**src/rtl/fc_pkg.sv**
```systemverilog
// Shared definitions for the fc3 output-layer sequencer.
//   Layer geometry (N_IN, IN_W, N_CLS), class-code width and tie code,
//   FSM state encodings, the buffered result payload and the one-hot encoder.
package fc_pkg;

  localparam int unsigned N_IN  = 32;
  localparam int unsigned IN_W  = 4;
  localparam int unsigned N_CLS = 10;
  localparam int unsigned CLS_W = 4;

  localparam logic [CLS_W-1:0] TIE_CODE = 4'hF;

  // FSM states (fixed encodings, shared with legacy tooling)
  typedef logic [1:0] state_t;
  localparam state_t IDLE   = 2'd0;
  localparam state_t SETTLE = 2'd1;
  localparam state_t SAMPLE = 2'd2;

  // One buffered classification result
  typedef struct packed {
    logic [CLS_W-1:0] cls;
    logic             tie;
  } result_t;

  // Encode the layer's one-hot argmax; zero or multiple set bits mean a tie
  function automatic result_t onehot_to_class(input logic [N_CLS-1:0] oh);
    result_t     r;
    int unsigned n;
    r.cls = '0;
    r.tie = 1'b0;
    n     = 0;
    for (int i = 0; i < int'(N_CLS); i++) begin
      if (oh[i]) begin
        n++;
        r.cls = CLS_W'(i);
      end
    end
    if (n != 1) begin
      r.cls = TIE_CODE;
      r.tie = 1'b1;
    end
    return r;
  endfunction

endpackage

```
**src/rtl/fc_result_fifo.sv**
```systemverilog
// Small synchronous result FIFO with occupancy count.
//   clk, rst        : clock, asynchronous active-high reset
//   push, push_data : write an entry (dropped only if full with no pop)
//   pop             : remove head entry; ignored when empty
//   head            : head entry, all-zero when empty
//   count           : current occupancy 0..DEPTH
module fc_result_fifo #(
  parameter int unsigned DEPTH = 2,
  parameter int unsigned W     = 5,
  localparam int unsigned PTR_W = $clog2(DEPTH)
) (
  input  logic         clk,
  input  logic         rst,
  input  logic         push,
  input  logic [W-1:0] push_data,
  input  logic         pop,
  output logic [W-1:0] head,
  output logic [PTR_W:0] count
);

  localparam logic [PTR_W:0] FULL = (PTR_W + 1)'(DEPTH);

  logic [W-1:0]     mem [DEPTH];
  logic [PTR_W-1:0] wr_ptr;
  logic [PTR_W-1:0] rd_ptr;
  logic             do_push;
  logic             do_pop;

  assign do_pop  = pop && (count != '0);
  assign do_push = push && ((count != FULL) || do_pop);
  assign head    = (count == '0) ? '0 : mem[rd_ptr];

  // Pointers wrap naturally because DEPTH is a power of two
  always_ff @(posedge clk or posedge rst) begin
    if (rst) begin
      wr_ptr <= '0;
      rd_ptr <= '0;
      count  <= '0;
    end else begin
      if (do_push) wr_ptr <= wr_ptr + PTR_W'(1);
      if (do_pop)  rd_ptr <= rd_ptr + PTR_W'(1);
      case ({do_push, do_pop})
        2'b10:   count <= count + (PTR_W + 1)'(1);
        2'b01:   count <= count - (PTR_W + 1)'(1);
        default: count <= count;
      endcase
    end
  end

  // Storage needs no reset; head is masked while empty
  always_ff @(posedge clk) begin
    if (do_push) mem[wr_ptr] <= push_data;
  end

endmodule

```
**src/rtl/fc3_sequencer.sv**
```systemverilog
// Sequencer for the 10-class output FC layer.
//   Accepts an activation vector (in_valid/in_ready), holds it on fc_in for
//   the layer's two-cycle settle, samples the one-hot fc_out, encodes it to a
//   class index / tie flag and queues it toward the consumer.
//   in_*      : activation handshake and vector
//   fc_in     : held vector to the layer; fc_out: one-hot argmax from it
//   res_*     : head of result FIFO (class, tie) with valid/ready pop
//   busy      : a vector is in flight
//   done_cnt  : results pushed since reset (wraps)
module fc3_sequencer
  import fc_pkg::*;
#(
  parameter int unsigned FIFO_DEPTH = 2,
  parameter int unsigned CNT_W      = 16
) (
  input  logic                   clk,
  input  logic                   rst,
  input  logic                   in_valid,
  output logic                   in_ready,
  input  logic [N_IN*IN_W-1:0]   in_data,
  output logic [N_IN*IN_W-1:0]   fc_in,
  input  logic [N_CLS-1:0]       fc_out,
  output logic                   res_valid,
  input  logic                   res_ready,
  output logic [CLS_W-1:0]       res_class,
  output logic                   res_tie,
  output logic                   busy,
  output logic [CNT_W-1:0]       done_cnt
);

  localparam int unsigned F_CNT_W = $clog2(FIFO_DEPTH) + 1;

  state_t               state;
  state_t               state_nxt;
  logic                 accept_c;
  logic                 push_c;
  logic [F_CNT_W-1:0]   fifo_count;
  result_t              push_res_c;
  result_t              head_res;

  // Slot is reserved at acceptance, so the later push can never overflow
  assign in_ready = !rst && (state == IDLE) &&
                    (fifo_count < F_CNT_W'(FIFO_DEPTH));
  assign accept_c   = in_valid && in_ready;
  assign push_c     = (state == SAMPLE);
  assign push_res_c = onehot_to_class(fc_out);
  assign busy       = (state != IDLE);

  // State register
  always_ff @(posedge clk or posedge rst) begin
    if (rst) state <= IDLE;
    else     state <= state_nxt;
  end

  // Next-state logic
  always_comb begin
    state_nxt = state;
    case (state)
      IDLE:    if (accept_c) state_nxt = SETTLE;
      SETTLE:  state_nxt = SAMPLE;
      SAMPLE:  state_nxt = IDLE;
      default: state_nxt = IDLE;
    endcase
  end

  // Holding register: keeps the vector until the next acceptance
  always_ff @(posedge clk or posedge rst) begin
    if (rst)           fc_in <= '0;
    else if (accept_c) fc_in <= in_data;
  end

  // Completed-classification counter
  always_ff @(posedge clk or posedge rst) begin
    if (rst)         done_cnt <= '0;
    else if (push_c) done_cnt <= done_cnt + CNT_W'(1);
  end

  fc_result_fifo #(
    .DEPTH (FIFO_DEPTH),
    .W     ($bits(result_t))
  ) u_fifo (
    .clk       (clk),
    .rst       (rst),
    .push      (push_c),
    .push_data (push_res_c),
    .pop       (res_ready),
    .head      (head_res),
    .count     (fifo_count)
  );

  assign res_valid = (fifo_count != '0);
  assign res_class = head_res.cls;
  assign res_tie   = head_res.tie;

endmodule

```
**config.mk**
```make
export PLATFORM = sky130hd
export DESIGN_NAME = fc3_sequencer
export DESIGN_NICKNAME = d
export VERILOG_FILES = /design/src/rtl/fc_pkg.sv /design/src/rtl/fc_result_fifo.sv /design/src/rtl/fc3_sequencer.sv
export SDC_FILE = /design/constraint.sdc
export NUM_CORES = 1
export LEC_CHECK = 0
export CAP_MARGIN = 5
export CORE_UTILIZATION = 46
export DETAILED_ROUTE_END_ITERATION = 10
export GPL_ROUTABILITY_DRIVEN = 0
export GPL_TIMING_DRIVEN = 0
export HOLD_SLACK_MARGIN = 0.06
export PLACE_DENSITY = 0.85
export REMOVE_ABC_BUFFERS = 1
export SYNTH_ARGS = -nofsm -noshare
export SYNTH_HDL_FRONTEND = slang
export SYNTH_SLANG_ARGS = --single-unit
export TNS_END_PERCENT = 30
```
**constraint.sdc**
```tcl
create_clock -name clk -period 8.55 [get_ports clk]
set_input_delay 1.71 -clock clk [delete_from_list [all_inputs] [get_ports clk]]
set_output_delay 1.71 -clock clk [all_outputs]
set_load 0.005 [all_outputs]
```
# Yosys cells after proc, flatten, opt, wreduce, memory -nomap -nowiden
# Memories as Yosys holds them, arrays and structs flattened.
# Index checks and enable logic that the tools add are counted.
[word_totals]
reg_bits = 150
latch_bits = 0
ramBits = 10
romBits = 0
in_bits = 142
output_inout_bits = 152
word_cells = 67
memories = 1
[classes]
n_addsub = 14
multipliers = 0
div_mod_pow = 0
n_lt_le_gt_ge = 1
eq_ne = 7
shifts = 0
n_mux = 26
n_bitwise = 0
reduce_logical = 12
[mem_list]
columns = ["memory", "words", "word_bits", "read_ports", "rd_ports_with_merged_regs", "write_ports", "line", "rtl"]
rows = [
  ["u_fifo.mem", 2, 5, 1, 0, 1, "fc_result_fifo.sv:23", "logic [W-1:0] mem [DEPTH];"],
]
[ops]
columns = ["op", "n"]
rows = [
  ["32-bit by 1-bit adder with 32-bit output (second input constant)", 9],
  ["32-bit two-way mux", 9],
  ["4-bit two-way mux", 8],
  ["32-bit by 1-bit != test with 1-bit output (second input constant)", 1],
  ["16-bit by 1-bit adder with 16-bit output (second input constant)", 1],
  ["5-bit two-way mux", 2],
  ["2-bit case mux with 2 select lines", 2],
  ["2-bit nonzero test", 3],
  ["1-bit logical AND", 5],
  ["2-bit by 1-bit == test with 1-bit output (second input constant)", 2],
  ["2-bit == test (second input constant)", 2],
  ["2-bit zero test", 2],
  ["1-bit two-way mux", 4],
  ["2-bit != test (second input constant)", 2],
  ["1-bit adder (second input constant)", 2],
  ["2-bit by 1-bit adder with 2-bit output (second input constant)", 1],
  ["2-bit < comparator (second input constant)", 1],
  ["2-bit two-way mux", 1],
  ["2-bit by 1-bit subtractor with 2-bit output (second input constant)", 1],
  ["1-bit zero test", 1],
  ["1-bit logical OR", 1],
]

# Longest topological paths before layout
[depth]
ltp_word = 21
ltp_mapped = 29
depth_no_buf = 29

# By module
# Synthesis repeated with hierarchy kept, for this count alone.
[unflattened]
cells_unflattened = 497
hier_area_um2 = 6937.9
[modules_own_cells]
columns = ["mod", "n_inst", "cells_each", "area_each_um2", "seq_area_each_um2"]
rows = [
  ["fc3_sequencer", 1, 457, 6348.6, 3653.5],
  ["fc_result_fifo", 1, 40, 589.3, 400.4],
]

# Least setup slack after synthesis
# Ideal clock, no wire load.
[synth_timing]
kind = "input to register"
from = "input port fc_out[0]"
to = "memory u_fifo.mem[0][2], data pin"
setup_time_ns = 0.275
arrival_time_ns = 6.587
required_time_ns = 8.275
path_slack_ns = 1.688
cell_stages = 25
path_buffers = 0
path_cell_list = "inv_1 > ha_1 > xor2_1 > ha_1 > nand2_1 > o21ai_0 > ha_1 > nand2_1 > nand3_1 > ha_1 > nand2b_1 > o21a_1 > ha_1 > mux2i_1 > a41o_1 > inv_1 > ha_1 > nand2_1 > o21ai_0 > ha_1 > mux2_2 > ha_1 > o41a_4 > nor4_1 > o21ai_0"
[synth_lines]
columns = ["item", "line", "rtl"]
rows = [
  ["start: declaration", "fc3_sequencer.sv:22", "input logic [N_CLS-1:0] fc_out,"],
  ["end: declaration", "fc_result_fifo.sv:23", ""],
]

==> results_dict.tcl <==
set metrics [dict create \
    status "completed" \
    antenna_found_initial 1 \
    fin_cells 1004 \
    fin_nets 960 \
    timing.rr.start "state[1]" \
    fillerInstances 973 \
    p_leak_nw 4.46 \
    finalMaxSlewViolations 0 \
    track_usage_pct 25.8 \
    p_clk_share_pct 20.9 \
    synth_commonest_cells "dfrtp_1, mux2_2, nor2_1" \
    syn_to_final_growth_pct 52.4 \
    drive_above_1_share_pct 21.5 \
    multi_input_area_mm2 0.00283 \
    grt_pass1_wl_um 30700 \
    fin_crit_sh_pct 92.1 \
    drt_iter0_markers 264 \
    wl_per_cell_um 19.7 \
    critical_path.startpoint "fc_out[1]" \
    finalHoldViolations 0 \
    insertion_delay_ps 420 \
    grt_max_degree 105 \
    synth.area.top_cells "dfrtp_1, mux2_2, edfxtp_1" \
    post_cts_buffers 0 \
    max_freq_ghz 0.127 \
    holdWs_ps 444 \
    ys_seq_area_share_pct 57.5 \
    internal-power_mw 2.54 \
    place_inst 972 \
    synth_cells 515 \
    post_cts_resize_count 0 \
    cts.sinks 160 \
    drv_cap 0 \
    yosysTopAreaCellShare_pct 53.3 \
    peakVddDrop_mv 0.237 \
    dieWidth_um 126 \
    cp-start-kind "primary input" \
    synth.largest_area_cell "dfrtp_1" \
    viasPerCell 5.21 \
    dp_slack_ps 310 \
    p_sw_mw 1.01 \
    synth_warnings 0 \
    tightest_slew_ps 947 \
    dieArea_mm2 0.0158 \
    finalWirelength_um 19800 \
    final_util_pct 72.8 \
    maxSlewHeadroom_pct 36.9 \
    drc 0 \
    synth_edf_count 10 \
    crit_required_ps 8680 \
    rows 44 \
    fin_skew_ps 10.4 \
    place.detailed.hpwl_um 14900 \
    cp-end-kind "flop" \
    cts_htree_levels 4 \
    grt_remaining_overflow 0 \
    dr.pass1.iters 5 \
    ys_types 52 \
    root_buffer "clkbuf_16" \
    vias 5234 \
    io_pins 294 \
    synth-main-ff-cell "dfrtp_1" \
    initial_core_util_pct 47.8 \
    io_buffers 293 \
    design.core.area_mm2 0.0148 \
    setup_tns_ps 0 \
    arrival_ps 8010 \
    clk_path_buf_depth 2 \
    drtAntennaViolNets 0 \
    netSwitchingFraction_pct 28.5 \
    grt_pass1_vias 5447 \
    p_comb_share_pct 42.7 \
    power_density_mw_per_mm2 331 \
    setup.worst_path.class "primary input to flop" \
    hold_class "flop to flop" \
    crit_fanout 5 \
    cts_tree "yes" \
    worst_slack_ps 672 \
    finalSetupViolations 0 \
    period_minus_slack_ps 7880 \
    ys_ff_latch 160 \
    die_y_um 126 \
    syn_avg_cell_area_um2 13.7 \
    syn_area_mm2 0.00705 \
    cts_made_buffers 17 \
    seqPwrFrac_pct 36.5 \
    path_clk_slew_ps 60 \
    cts_hold_buf 0 \
    yosysMostFrequentCell "dfrtp_1" \
    seq_area_mm2 0.00405 \
    rsz0062_at_grt "no" \
    hold_path_startpoint "state[1]" \
    async_flop_share_pct 93.8 \
]
-- critical path, cell delays in order --
cell and delay, ps:
clkdlybuf4s50_1 490, inv_1 70, ha_1 360, xor2_1 400, ha_1 330, nand2_1 90
o21ai_0 110, ha_1 340, nand2_1 100, nand3_1 110, ha_1 360, nand2b_1 200
o21a_1 150, ha_1 260, mux2i_1 150, a41o_1 210, inv_1 100, ha_1 310
nand2_1 90, o21ai_0 140, ha_1 370, mux2_2 280, ha_1 200, xor2_1 170
o41a_4 380, nor4_1 310, o21ai_0 210
-- worst paths after layout --
kind                                         end  slack [ps]  depth (start not counted)
min in group asynchronous           done_cnt[11]        1720                          2
worst max-delay path            u_fifo.mem[0][2]         670                         27
worst min-delay path                    state[1]         440                          1
worst min register to register          state[1]         440                          1
worst max register to register         fc_in[93]        5810                          5
max in group asynchronous              fc_in[11]        5970                          3
-- through the flow --
| step | cell area (um^2) | total power, mW |
|---|---|---|
| after CTS | 10700 | 3.57 |
| after global routing | 10700 | 3.74 |
| after global placement | 10100 | 2.76 |
| after floorplan | 6940 | 1.90 |
| after detailed placement | 10200 | 2.82 |
| final | 10700 | 3.55 |
-- sequential cells by signal (all words and copies together), names as in the netlist --
| register | cells |
|---|---|
| u_fifo.wr_ptr | 1 |
| done_cnt | 16 |
| u_fifo.rd_ptr | 1 |
| u_fifo.count | 2 |
| fc_in | 128 |
| state | 2 |
| u_fifo.mem | 10 |
-- layer usage --
metal	up-vias	track usage, %	wire length, um
li1	2400	-	-
met1	2578	28.3	7250
met2	206	45.8	10500
met3	50	7.77	1330
met4	0	12.2	707
met5	-	0	0
-- power groups by stage --
stage | registers [mW] | clock network [mW] | logic [mW]
after floorplan | 1.31 | 0 | 0.587
after global placement | 1.28 | 0 | 1.49
after detailed placement | 1.30 | 0 | 1.51
after CTS | 1.29 | 0.755 | 1.52
after global routing | 1.34 | 0.784 | 1.61
final | 1.29 | 0.741 | 1.51
-- cells in the final DEF (no fill, tap or decap), drive strengths merged, types with 2 or more instances in the layout --
master           n
clkdlybuf4s50  293
dfrtp          150
mux2           130
nor2            25
xnor2           25
nand2           23
clkbuf          22
inv             17
o21ai           13
nand3           13
ha              11
xor2            11
edfxtp          10
mux2i            7
a21oi            5
nor4             5
clkinv           5
nor3             4
or2              3
nor2b            3
nand2b           3
o21a             3
and3             3
xnor3            3
a31oi            2
nand4            2
bufinv           2
buf              2
a41o             2
or4              2
-- area by class of cell --
type,count,share of cell area [%]
Sequential cell,160,37.7
Timing Repair Buffer,295,27.8
Multi-Input combinational cell,317,26.3
Clock buffer,22,4.32
Tap cell,184,2.14
Clock inverter,9,1.01
Inverter,16,0.606
Antenna cell,1,0.0233
-- cells by family after synthesis --
logic type / count (synthesis) / synth area share, %
AO/OA/AOI/OAI: 37 / 3.84
XOR/XNOR: 39 / 6.04
adder cells (fa/ha/maj): 11 / 1.95
buffers and inverters: 38 / 2.40
flip-flops: 160 / 57.5
multiplexers: 137 / 21.8
AND/OR/NAND/NOR: 93 / 6.48
Note: power is estimated with default switching activity, not from simulation.
